`src/rtl/branch_resolve_bht.sv`:
```
// Branch resolve unit with a direct-mapped 2-bit BHT and resolve/mispredict statistics.
// Operands are compared at full XLEN; results are registered single-cycle pulses.
module branch_resolve_bht #(
  parameter int XLEN      = 32,
  parameter int BHT_DEPTH = 64,
  parameter int CNT_W     = 32
) (
  input  logic             clk,
  input  logic             rst,
  input  logic [XLEN-1:0]  if_pc,
  output logic             if_pred_taken,
  input  logic             ex_valid,
  input  logic [XLEN-1:0]  ex_pc,
  input  logic [XLEN-1:0]  ex_rs1,
  input  logic [XLEN-1:0]  ex_rs2,
  input  logic [2:0]       ex_funct3,
  input  logic             ex_pred_taken,
  input  logic             stat_clear,
  output logic             res_valid,
  output logic             res_taken,
  output logic             res_mispredict,
  output logic             res_illegal,
  output logic [CNT_W-1:0] stat_branches,
  output logic [CNT_W-1:0] stat_mispredicts
);

  localparam int IDX_W = $clog2(BHT_DEPTH);
  localparam logic [CNT_W-1:0] CNT_ONE = CNT_W'(1);

  logic [1:0]       r_bht [BHT_DEPTH];
  logic             r_resValid;
  logic             r_resTaken;
  logic             r_resMispredict;
  logic             r_resIllegal;
  logic [CNT_W-1:0] r_statBranches;
  logic [CNT_W-1:0] r_statMispredicts;

  logic [IDX_W-1:0] w_ifIdx;
  logic [IDX_W-1:0] w_exIdx;
  logic             w_eq;
  logic             w_slt;
  logic             w_ult;
  logic             w_cond;
  logic             w_illegal;
  logic             w_update;
  logic             w_mispredict;
  logic [1:0]       w_ctrCur;
  logic [1:0]       w_ctrNext;
  logic             w_unused;

  // Only the word-aligned index bits address the table; higher PC bits alias.
  assign w_ifIdx  = if_pc[IDX_W+1:2];
  assign w_exIdx  = ex_pc[IDX_W+1:2];
  assign w_unused = ^{if_pc[XLEN-1:IDX_W+2], if_pc[1:0], ex_pc[XLEN-1:IDX_W+2], ex_pc[1:0]};

  assign w_eq  = (ex_rs1 == ex_rs2);
  assign w_slt = ($signed(ex_rs1) < $signed(ex_rs2));
  assign w_ult = (ex_rs1 < ex_rs2);

  always_comb begin
    w_cond    = 1'b0;
    w_illegal = 1'b0;
    case (ex_funct3)
      3'b000:  w_cond = w_eq;
      3'b001:  w_cond = !w_eq;
      3'b100:  w_cond = w_slt;
      3'b101:  w_cond = !w_slt;
      3'b110:  w_cond = w_ult;
      3'b111:  w_cond = !w_ult;
      default: w_illegal = 1'b1;
    endcase
  end

  assign w_update     = ex_valid && !w_illegal;
  assign w_mispredict = w_cond ^ ex_pred_taken;
  assign w_ctrCur     = r_bht[w_exIdx];

  // Saturating 2-bit counter step toward the resolved direction.
  always_comb begin
    w_ctrNext = w_ctrCur;
    if (w_cond) begin
      if (w_ctrCur != 2'b11) w_ctrNext = w_ctrCur + 2'd1;
    end else begin
      if (w_ctrCur != 2'b00) w_ctrNext = w_ctrCur - 2'd1;
    end
  end

  always_ff @(posedge clk) begin
    if (rst) begin
      r_resValid        <= 1'b0;
      r_resTaken        <= 1'b0;
      r_resMispredict   <= 1'b0;
      r_resIllegal      <= 1'b0;
      r_statBranches    <= '0;
      r_statMispredicts <= '0;
      for (int i = 0; i < BHT_DEPTH; i++) r_bht[i] <= 2'b01;
    end else begin
      r_resValid      <= ex_valid;
      r_resTaken      <= w_update && w_cond;
      r_resMispredict <= w_update && w_mispredict;
      r_resIllegal    <= ex_valid && w_illegal;
      if (w_update) r_bht[w_exIdx] <= w_ctrNext;
      // A clear wins over any increment arriving in the same cycle.
      if (stat_clear) begin
        r_statBranches    <= '0;
        r_statMispredicts <= '0;
      end else if (w_update) begin
        r_statBranches <= r_statBranches + CNT_ONE;
        if (w_mispredict) r_statMispredicts <= r_statMispredicts + CNT_ONE;
      end
    end
  end

  assign if_pred_taken    = r_bht[w_ifIdx][1];
  assign res_valid        = r_resValid;
  assign res_taken        = r_resTaken;
  assign res_mispredict   = r_resMispredict;
  assign res_illegal      = r_resIllegal;
  assign stat_branches    = r_statBranches;
  assign stat_mispredicts = r_statMispredicts;

endmodule

```
`config.mk`:
```
export PLATFORM = sky130hd
export DESIGN_NAME = branch_resolve_bht
export DESIGN_NICKNAME = d
export VERILOG_FILES = /design/src/rtl/branch_resolve_bht.sv
export SDC_FILE = /design/constraint.sdc
export NUM_CORES = 1
export LEC_CHECK = 0
export ABC_CLOCK_PERIOD_IN_PS = 4800
export CELL_PAD_IN_SITES_DETAIL_PLACEMENT = 1
export CELL_PAD_IN_SITES_GLOBAL_PLACEMENT = 2
export CORE_MARGIN = 3
export CORE_UTILIZATION = 25
export CTS_CLUSTER_DIAMETER = 40
export DETAILED_ROUTE_END_ITERATION = 10
export HOLD_SLACK_MARGIN = 0.06
export MAX_ROUTING_LAYER = met4
export PLACE_DENSITY = 0.72
export SYNTH_ARGS = -nofsm -noshare
export SYNTH_HDL_FRONTEND = slang
export SYNTH_SLANG_ARGS = --single-unit
```
`constraint.sdc`:
```
create_clock -name clk -period 4.8 [get_ports clk]
set_input_delay 0.96 -clock clk [delete_from_list [all_inputs] [get_ports clk]]
set_output_delay 0.96 -clock clk [all_outputs]
set_load 0.02 [all_outputs]
```
Word-level counts from Yosys, hierarchy flattened

Memories as Yosys holds them, arrays and structs flattened.
Index checks and enable logic that the tools add are counted.
W data, S select, Z words.

Reduce and logical (&&, ||, !) cells: 13
$lt $le $gt $ge: 2
Equality and inequality tests: 7
$add $sub $neg: 4
Muxes and demuxes: 13
Bitwise gates (word level): 1

Operator list:

| kind                    | number |
|---|---|
| $add A32 B1 Y32 const B | 2 |
| $lt A32 B32 Y1          | 2 |
| $eq A32 B32 Y1          | 1 |
| $eq A3 B3 Y1 const B    | 4 |
| $mux W2                 | 4 |
| $mux W1                 | 7 |
| $mux W6                 | 1 |
| $pmux W1 S6             | 1 |
| $reduce_or A6 Y1        | 1 |
| $logic_and A1 B1 Y1     | 4 |
| $reduce_or A2 Y1        | 2 |
| $eq A3 B1 Y1 const B    | 1 |
| $logic_not A1 Y1        | 3 |
| $logic_not A3 Y1        | 1 |
| $add A2 B1 Y2 const B   | 1 |
| $ne A2 B2 Y1 const B    | 1 |
| $reduce_and A2 Y1       | 1 |
| $reduce_bool A2 Y1      | 1 |
| $sub A2 B1 Y2 const B   | 1 |
| $xor A1 B1 Y1           | 1 |

Memories kept: 1
Bits in registers: 68
Word-level logic and storage cells: 47
Output and inout bits: 69
Bits of input ports: 136
Bits in writable memories: 128

Memories:

| memory | depth | width | rd ports | clocked after Yosys merged registers in | write ports | line | text |
|---|---|---|---|---|---|---|---|
| r_bht  | 64    | 2     | 2        | 0                                       | 64          | 30   | `logic [1:0] r_bht [BHT_DEPTH];` |

Longest topological paths before layout

Gate-level depths: netlist of run 1.

Depth in word-level cells: 8
Depth in mapped cells: 13
Mapped depth without buffers: 10

Worst setup path before layout of run 1

OpenSTA, ideal clock, no wires.

Path kind: input-to-output
Start point: in if_pc[2]
End point: out if_pred_taken
Required time: 3.840 ns
Data arrival time: 3.441 ns
Path buffers: 2
Stages on the path: 5
Path slack: 0.399 ns
Cell sequence: clkbuf_1 buf_1 mux4_2 mux4_2 mux4_2

Cells in the longest elaborated chain, start to end: 1

RTL lines:

| what               | line | text |
|---|---|---|
| start: declaration | 10   | `input logic [XLEN-1:0] if_pc,` |
| $mem_v2 Z64 W2     | n/a  |  |
| end: declaration   | 11   | `output logic if_pred_taken,` |

Every way passes these cells.

Final worst setup path of run 1

Same ends and word-level chain as after synthesis.

==> impl_metrics.tcl, run 1 <==
set metrics [dict create \
    cp_max_fo 16 \
    overflow 0 \
    drc_errors 0 \
    antenna_found_initial 0 \
    slew_violations 0 \
    maxCapViolations 0 \
    cp.required_ns 3.84 \
    layout-drive-gt1-share 0.1497 \
    clockPowerShare 0.390 \
    worst_pin_slew_ns 1.036 \
    synth-edff-count 128 \
    gp_congestion 0.7895 \
    dpl-instance-area_sq_um 13580 \
    syn_area_sq_um 11280 \
    final_nets 1413 \
    numCtsBuffers 17 \
    start_util 0.2539 \
    tns_ns 0 \
    pwr_density_cell_nw_per_um2 281.2 \
    p_comb_frac 0.150 \
    num_vias 9451 \
    yosys_warnings 0 \
    cts-hold-fix-buffers 0 \
    cts.sinks 196 \
    multi_input_area_sq_um 5475 \
    cp.arrival_ns 3.49 \
    crit_path_end_kind "output port" \
    yosys-top-cells-area "edfxtp_1 (34%), dfxtp_1 (12%), mux4_2 (4.2%)" \
    postSynthCellCount 1115 \
    synth.distinct_cells 61 \
    synth_top_cell_by_area "edfxtp_1" \
    fill_cells 5018 \
    synth_top_area_frac 0.3408 \
    avgSynthCellArea_sq_um 10.12 \
    ys.flop_type "edfxtp_1" \
    final.setup_skew_ns 0.01481 \
    finalHoldViolCount 0 \
    cts_tree "yes" \
    layout.area.seq_sq_um 5205 \
    num_rows 77 \
    via_per_inst 5.114 \
    io_buffers 152 \
    path_clk_slew_ns 0.07 \
    ys_ff_latch 196 \
    io_pins 205 \
    dp_hpwl_mm 25.67 \
    synthArstFlopShare 0 \
    die_h_um 218.4 \
    grt.total_usage 0.1607 \
    die_x_um 218.4 \
    drtPass1Iterations 6 \
    dp.cells 1816 \
    drtIter0Drc 527 \
    clk_latency_ns 0.46 \
    finalNonFillerCells 1848 \
    drt-total-wl_mm 36.52 \
    p_leak_nw 4.589 \
    slew-limit-headroom 0.3091 \
    diodes 0 \
    p_total_mw 3.995 \
    seq_area_frac_synth 0.4615 \
    intPower_mw 2.896 \
    core_sq_um 44410 \
    design.die.area_sq_um 47700 \
    grt_pass1_vias 10063 \
    p_seq_frac 0.460 \
    final_common_cell "clkdlybuf4s50_1" \
    max_freq_mhz 224.9 \
    switchingPower_mw 1.099 \
    syn_nets 1285 \
    setup.worst_path.class "primary input to output port" \
    start_kind "primary input" \
    fin_crit_sh 0.9263 \
    setup_viol 0 \
    min_period_ns 4.446 \
    postCtsSetupBuffers 0 \
    hp-class "flip-flop to flip-flop" \
    utilization 0.3198 \
    switching_share 0.2752 \
    synthToLayoutAreaGrowth_pct 25.95 \
    rsz0062_at_grt "false" \
    grt_pass1_wl_mm 58.08 \
    ir_drop_v 0.0002361 \
    post_drt_wl_per_cell_um 19.76 \
    design_area_sq_um 14200 \
    final_cell_mix "clkdlybuf4s50_1 (150), edfxtp_1 (128), nor2_1 (98)" \
    ant_nets 0 \
    grt_max_degree 80 \
    status "finished clean" \
    cts_root_buf "clkbuf_16" \
    cts_buffer_depth 2 \
    ctsHtreeMaxLevel 4 \
]
## sequential cells by signal, indices dropped and copies added (netlist names)
register / flops
r_bht: 128
stat_branches: 32
stat_mispredicts: 32
res_illegal: 1
res_mispredict: 1
res_taken: 1
res_valid: 1
## worst max-delay path, stage by stage
cell	delay, ns
clkdlybuf4s50_1	0.52
buf_12	0.21
mux4_2	0.55
mux4_2	0.55
mux4_2	0.46
dlymetal6s2s_1	0.22
## routing by layer
layer  global-route usage  up-vias  share of wire
met5                    -        -              0
met4              0.03827        0          0.015
met3              0.03254       42          0.042
met2               0.2693      190           0.50
met1               0.1995     4781           0.44
li1                     -     4438              -
## Yosys cell counts, types with 10 or more instances
| cell type | count |
|---|---|
| buf_6 | 10 |
| nand3_1 | 65 |
| a22o_1 | 18 |
| mux4_2 | 21 |
| a21oi_1 | 36 |
| nor3_2 | 41 |
| and3_1 | 24 |
| nor2_1 | 98 |
| or2_2 | 30 |
| o311ai_0 | 10 |
| edfxtp_1 | 128 |
| a22oi_1 | 28 |
| xor2_1 | 20 |
| a31oi_1 | 13 |
| or3_1 | 20 |
| ha_1 | 34 |
| inv_1 | 52 |
| a221oi_1 | 18 |
| clkbuf_1 | 58 |
| nor3_1 | 16 |
| nand4_1 | 26 |
| a21o_1 | 21 |
| o2111ai_1 | 12 |
| dfxtp_1 | 68 |
| nand2_1 | 91 |
| buf_2 | 15 |
| o41ai_1 | 14 |
| or4_1 | 13 |
| nand2b_1 | 21 |
## final timing paths
check | startpoint | to | slack, ns | depth (start not counted)
setup reg to reg | stat_mispredicts[4] | stat_mispredicts[24] | 1.74 | 8
hold / removal | stat_mispredicts[5] | stat_mispredicts[5] | 0.50 | 2
setup / recovery | if_pc[2] | if_pred_taken | 0.35 | 6
hold reg to reg | stat_mispredicts[5] | stat_mispredicts[5] | 0.50 | 2
## final cells by class
class | count | area share
clock buffers | 17 | 0.02995
clock inverters | 15 | 0.01356
inverters | 53 | 0.01401
multi-input cells | 775 | 0.3854
flip-flops and latches | 196 | 0.3664
well taps | 592 | 0.05214
repair buffers | 200 | 0.1385
## what timing repair did
action	4_1_cts	5_1_grt
setup endpoints to repair	0	1
gates resized for setup	0	1
endpoints found under the hold margin	0	0
## power groups by stage
stage / combinational [mW] / sequential, mW / clock [mW]
global placement: 0.595 / 1.87 / 0
finish: 0.599 / 1.84 / 1.56
global route: 0.655 / 1.84 / 1.67
detailed placement: 0.603 / 1.87 / 0
floorplan: 0.368 / 1.87 / 0
CTS: 0.605 / 1.84 / 1.60
## logic make-up after synthesis
| family | count (synthesis) | share of synthesized area |
|---|---|---|
| simple gates | 481 | 0.2365 |
| compound gates | 205 | 0.1381 |
| buf+inv | 144 | 0.05691 |
| fa+ha+maj | 36 | 0.03972 |
| flops | 196 | 0.4615 |
| mux | 25 | 0.04548 |
| xor+xnor | 28 | 0.02174 |
## per-stage QoR
stage / hold slack [ns] / setup WS (ns)
after floorplan: 0.5492 / 0.3990
after global placement: 0.4742 / 0.05189
after detailed placement: 0.4838 / 0.02627
after CTS: 0.5037 / 0.02152
after global routing: 0.5228 / 0.2777
final: 0.5003 / 0.3540
Power figures use the tool's default switching activity.
==> inputs of run 2 (changes only) <==
- CORE_ASPECT_RATIO: default -> 0.6
==> impl_metrics.tcl, run 2 (synthesis results as in run 1) <==
set metrics [dict create \
    maxCapViolations 0 \
    cp.depth 6 \
    grt_use_met3 0.04351 \
    max_freq_mhz 226.2 \
    antenna_found_initial 0 \
    overflow 0 \
    dp_hpwl_mm 28.66 \
    post_drt_wl_per_cell_um 21.59 \
    min_period_ns 4.421 \
    cpMostUsedCell "mux4_2" \
    ant_nets 0 \
    rr_worst_depth 8 \
    layout-drive-gt1-share 0.1483 \
    tns_ns 0 \
    numCtsBuffers 17 \
    fin_crit_sh 0.9211 \
    drt-total-wl_mm 39.57 \
    busiest_layer "met1" \
    largest_register "r_bht" \
    slew-limit-headroom 0.2743 \
    drc_errors 0 \
    critPathTopFamily "multiplexers" \
    num_rows 59 \
    cts_buffer_depth 2 \
    dpl_worst_slack_ns 0.01625 \
    start_kind "primary input" \
    slew_violations 0 \
    synthToLayoutAreaGrowth_pct 25.49 \
    use_met1 0.2456 \
    cts_root_buf "clkbuf_16" \
    diodes 0 \
    cts.sinks 196 \
    grt_max_degree 81 \
    die_x_um 280.2 \
    timing.hold.ws_ns 0.4945 \
    grt_pass1_vias 9945 \
    via_per_inst 5.274 \
    finalHoldViolCount 0 \
    cts-hold-fix-buffers 0 \
    setup_viol 0 \
    cts_tree "yes" \
    dpl-instance-area_sq_um 13580 \
    cp.required_ns 3.84 \
    design_area_sq_um 14150 \
    io_buffers 152 \
    core_sq_um 43920 \
    worst_pin_slew_ns 1.089 \
    rsz0062_at_grt "false" \
    cp.arrival_ns 3.46 \
    grt_pass1_wl_mm 60.36 \
    cts_resized 0 \
    postCtsSetupBuffers 0 \
    final_cell_mix "clkdlybuf4s50_1 (150), edfxtp_1 (128), nor2_1 (98)" \
    start_util 0.2568 \
    num_vias 9667 \
    io_pins 205 \
    fill_cells 4941 \
    drtPass1Iterations 5 \
    path_clk_slew_ns 0.07 \
    setup.worst_path.class "primary input to output port" \
    crit_buf_inv 3 \
    pwr_density_cell_nw_per_um2 276.3 \
    ctsHtreeMaxLevel 4 \
    r2r-end "stat_mispredicts[24]" \
    grt_use_met2 0.2363 \
    p_leak_nw 4.570 \
    r2r-start "stat_mispredicts[4]" \
    reg2reg_slack_ns 1.76 \
    startpoint "if_pc[2]" \
    final.setup_skew_ns 0.009465 \
    largest_reg_flops 128 \
    design.die.area_sq_um 47780 \
    drtIter0Drc 771 \
    layout.area.seq_sq_um 5205 \
    final_common_cell "clkdlybuf4s50_1" \
    ir_drop_v 0.0002538 \
    setup_slack_ns 0.3785 \
    clk_latency_ns 0.45 \
    hp-class "flip-flop to flip-flop" \
    crit_path_end "if_pred_taken" \
    multi_input_area_sq_um 5475 \
    final_nets 1411 \
    gp_congestion 0.8144 \
    grt.total_usage 0.1702 \
    die_h_um 170.5 \
    crit_path_end_kind "output port" \
    status "finished clean" \
    critPathSlowestCell "mux4_2" \
    cp_cell_sequence "clkdlybuf4s50_1 -> buf_12 -> mux4_2 -> mux4_2 -> mux4_2 -> dlymetal6s2s_1" \
    slowest_delay_ns 0.55 \
    cp_max_fo 16 \
]
==> run 2: cell types whose count changed in the layout (fill, tap and decap cells not counted), sizes merged <==
cell / change
inv: +2
bufinv: -3
clkbuf: +2
buf: -2
clkinvlp: -1
==> run 2: cell type report <==
cell class,instances,share of cell area
clock buffers,19,0.03280
multi-input cells,775,0.3868
clock inverters,13,0.007691
inverters,53,0.01406
repair buffers,198,0.1397
flip-flops and latches,196,0.3678
well taps,579,0.05118
==> run 2: worst min-delay path by stage <==
stage,from,to,slack [ns],cells past startpoint
4_1_cts,stat_mispredicts[20],stat_mispredicts[20],0.49,2
3_5_place_dp,stat_mispredicts[20],stat_mispredicts[20],0.48,2
2_1_floorplan,stat_mispredicts[20],stat_mispredicts[20],0.55,2
3_3_place_gp,stat_mispredicts[11],stat_mispredicts[11],0.47,2
6_report,stat_mispredicts[20],stat_mispredicts[20],0.49,2
5_1_grt,stat_mispredicts[20],stat_mispredicts[20],0.53,2
==> run 2: stage by stage <==
step,power [mW],cells,utilization
after floorplan,2.237,1115,-
after global placement,2.479,1801,0.3091
after detailed placement,2.490,1801,0.3091
after CTS,3.939,1833,0.3222
after global routing,4.062,1833,0.3222
final,3.910,1833,0.3222
==> run 2: worst reg2reg max path, cell delays in order, from the launching register on <==
cell	delay (ns)
dfxtp_1	0.45
and4_1	0.29
nand4_1	0.14
nor2_1	0.31
and4_1	0.40
nand3_1	0.31
or4_1	0.58
o311ai_0	0.32
o41ai_1	0.13
==> run 2: power by group <==
part	internal, mW	switching (mW)	leakage [nW]
registers	1.82	0.0215	1.69
logic	0.241	0.375	2.59
clock network	0.726	0.729	0.281
total	2.79	1.13	4.57
==> run 2: metal layers <==
metal | share of wire | vias to the layer above
li1 | - | 4437
met1 | 0.48 | 4834
met2 | 0.42 | 352
met3 | 0.082 | 44
met4 | 0.016 | 0
met5 | 0 | -
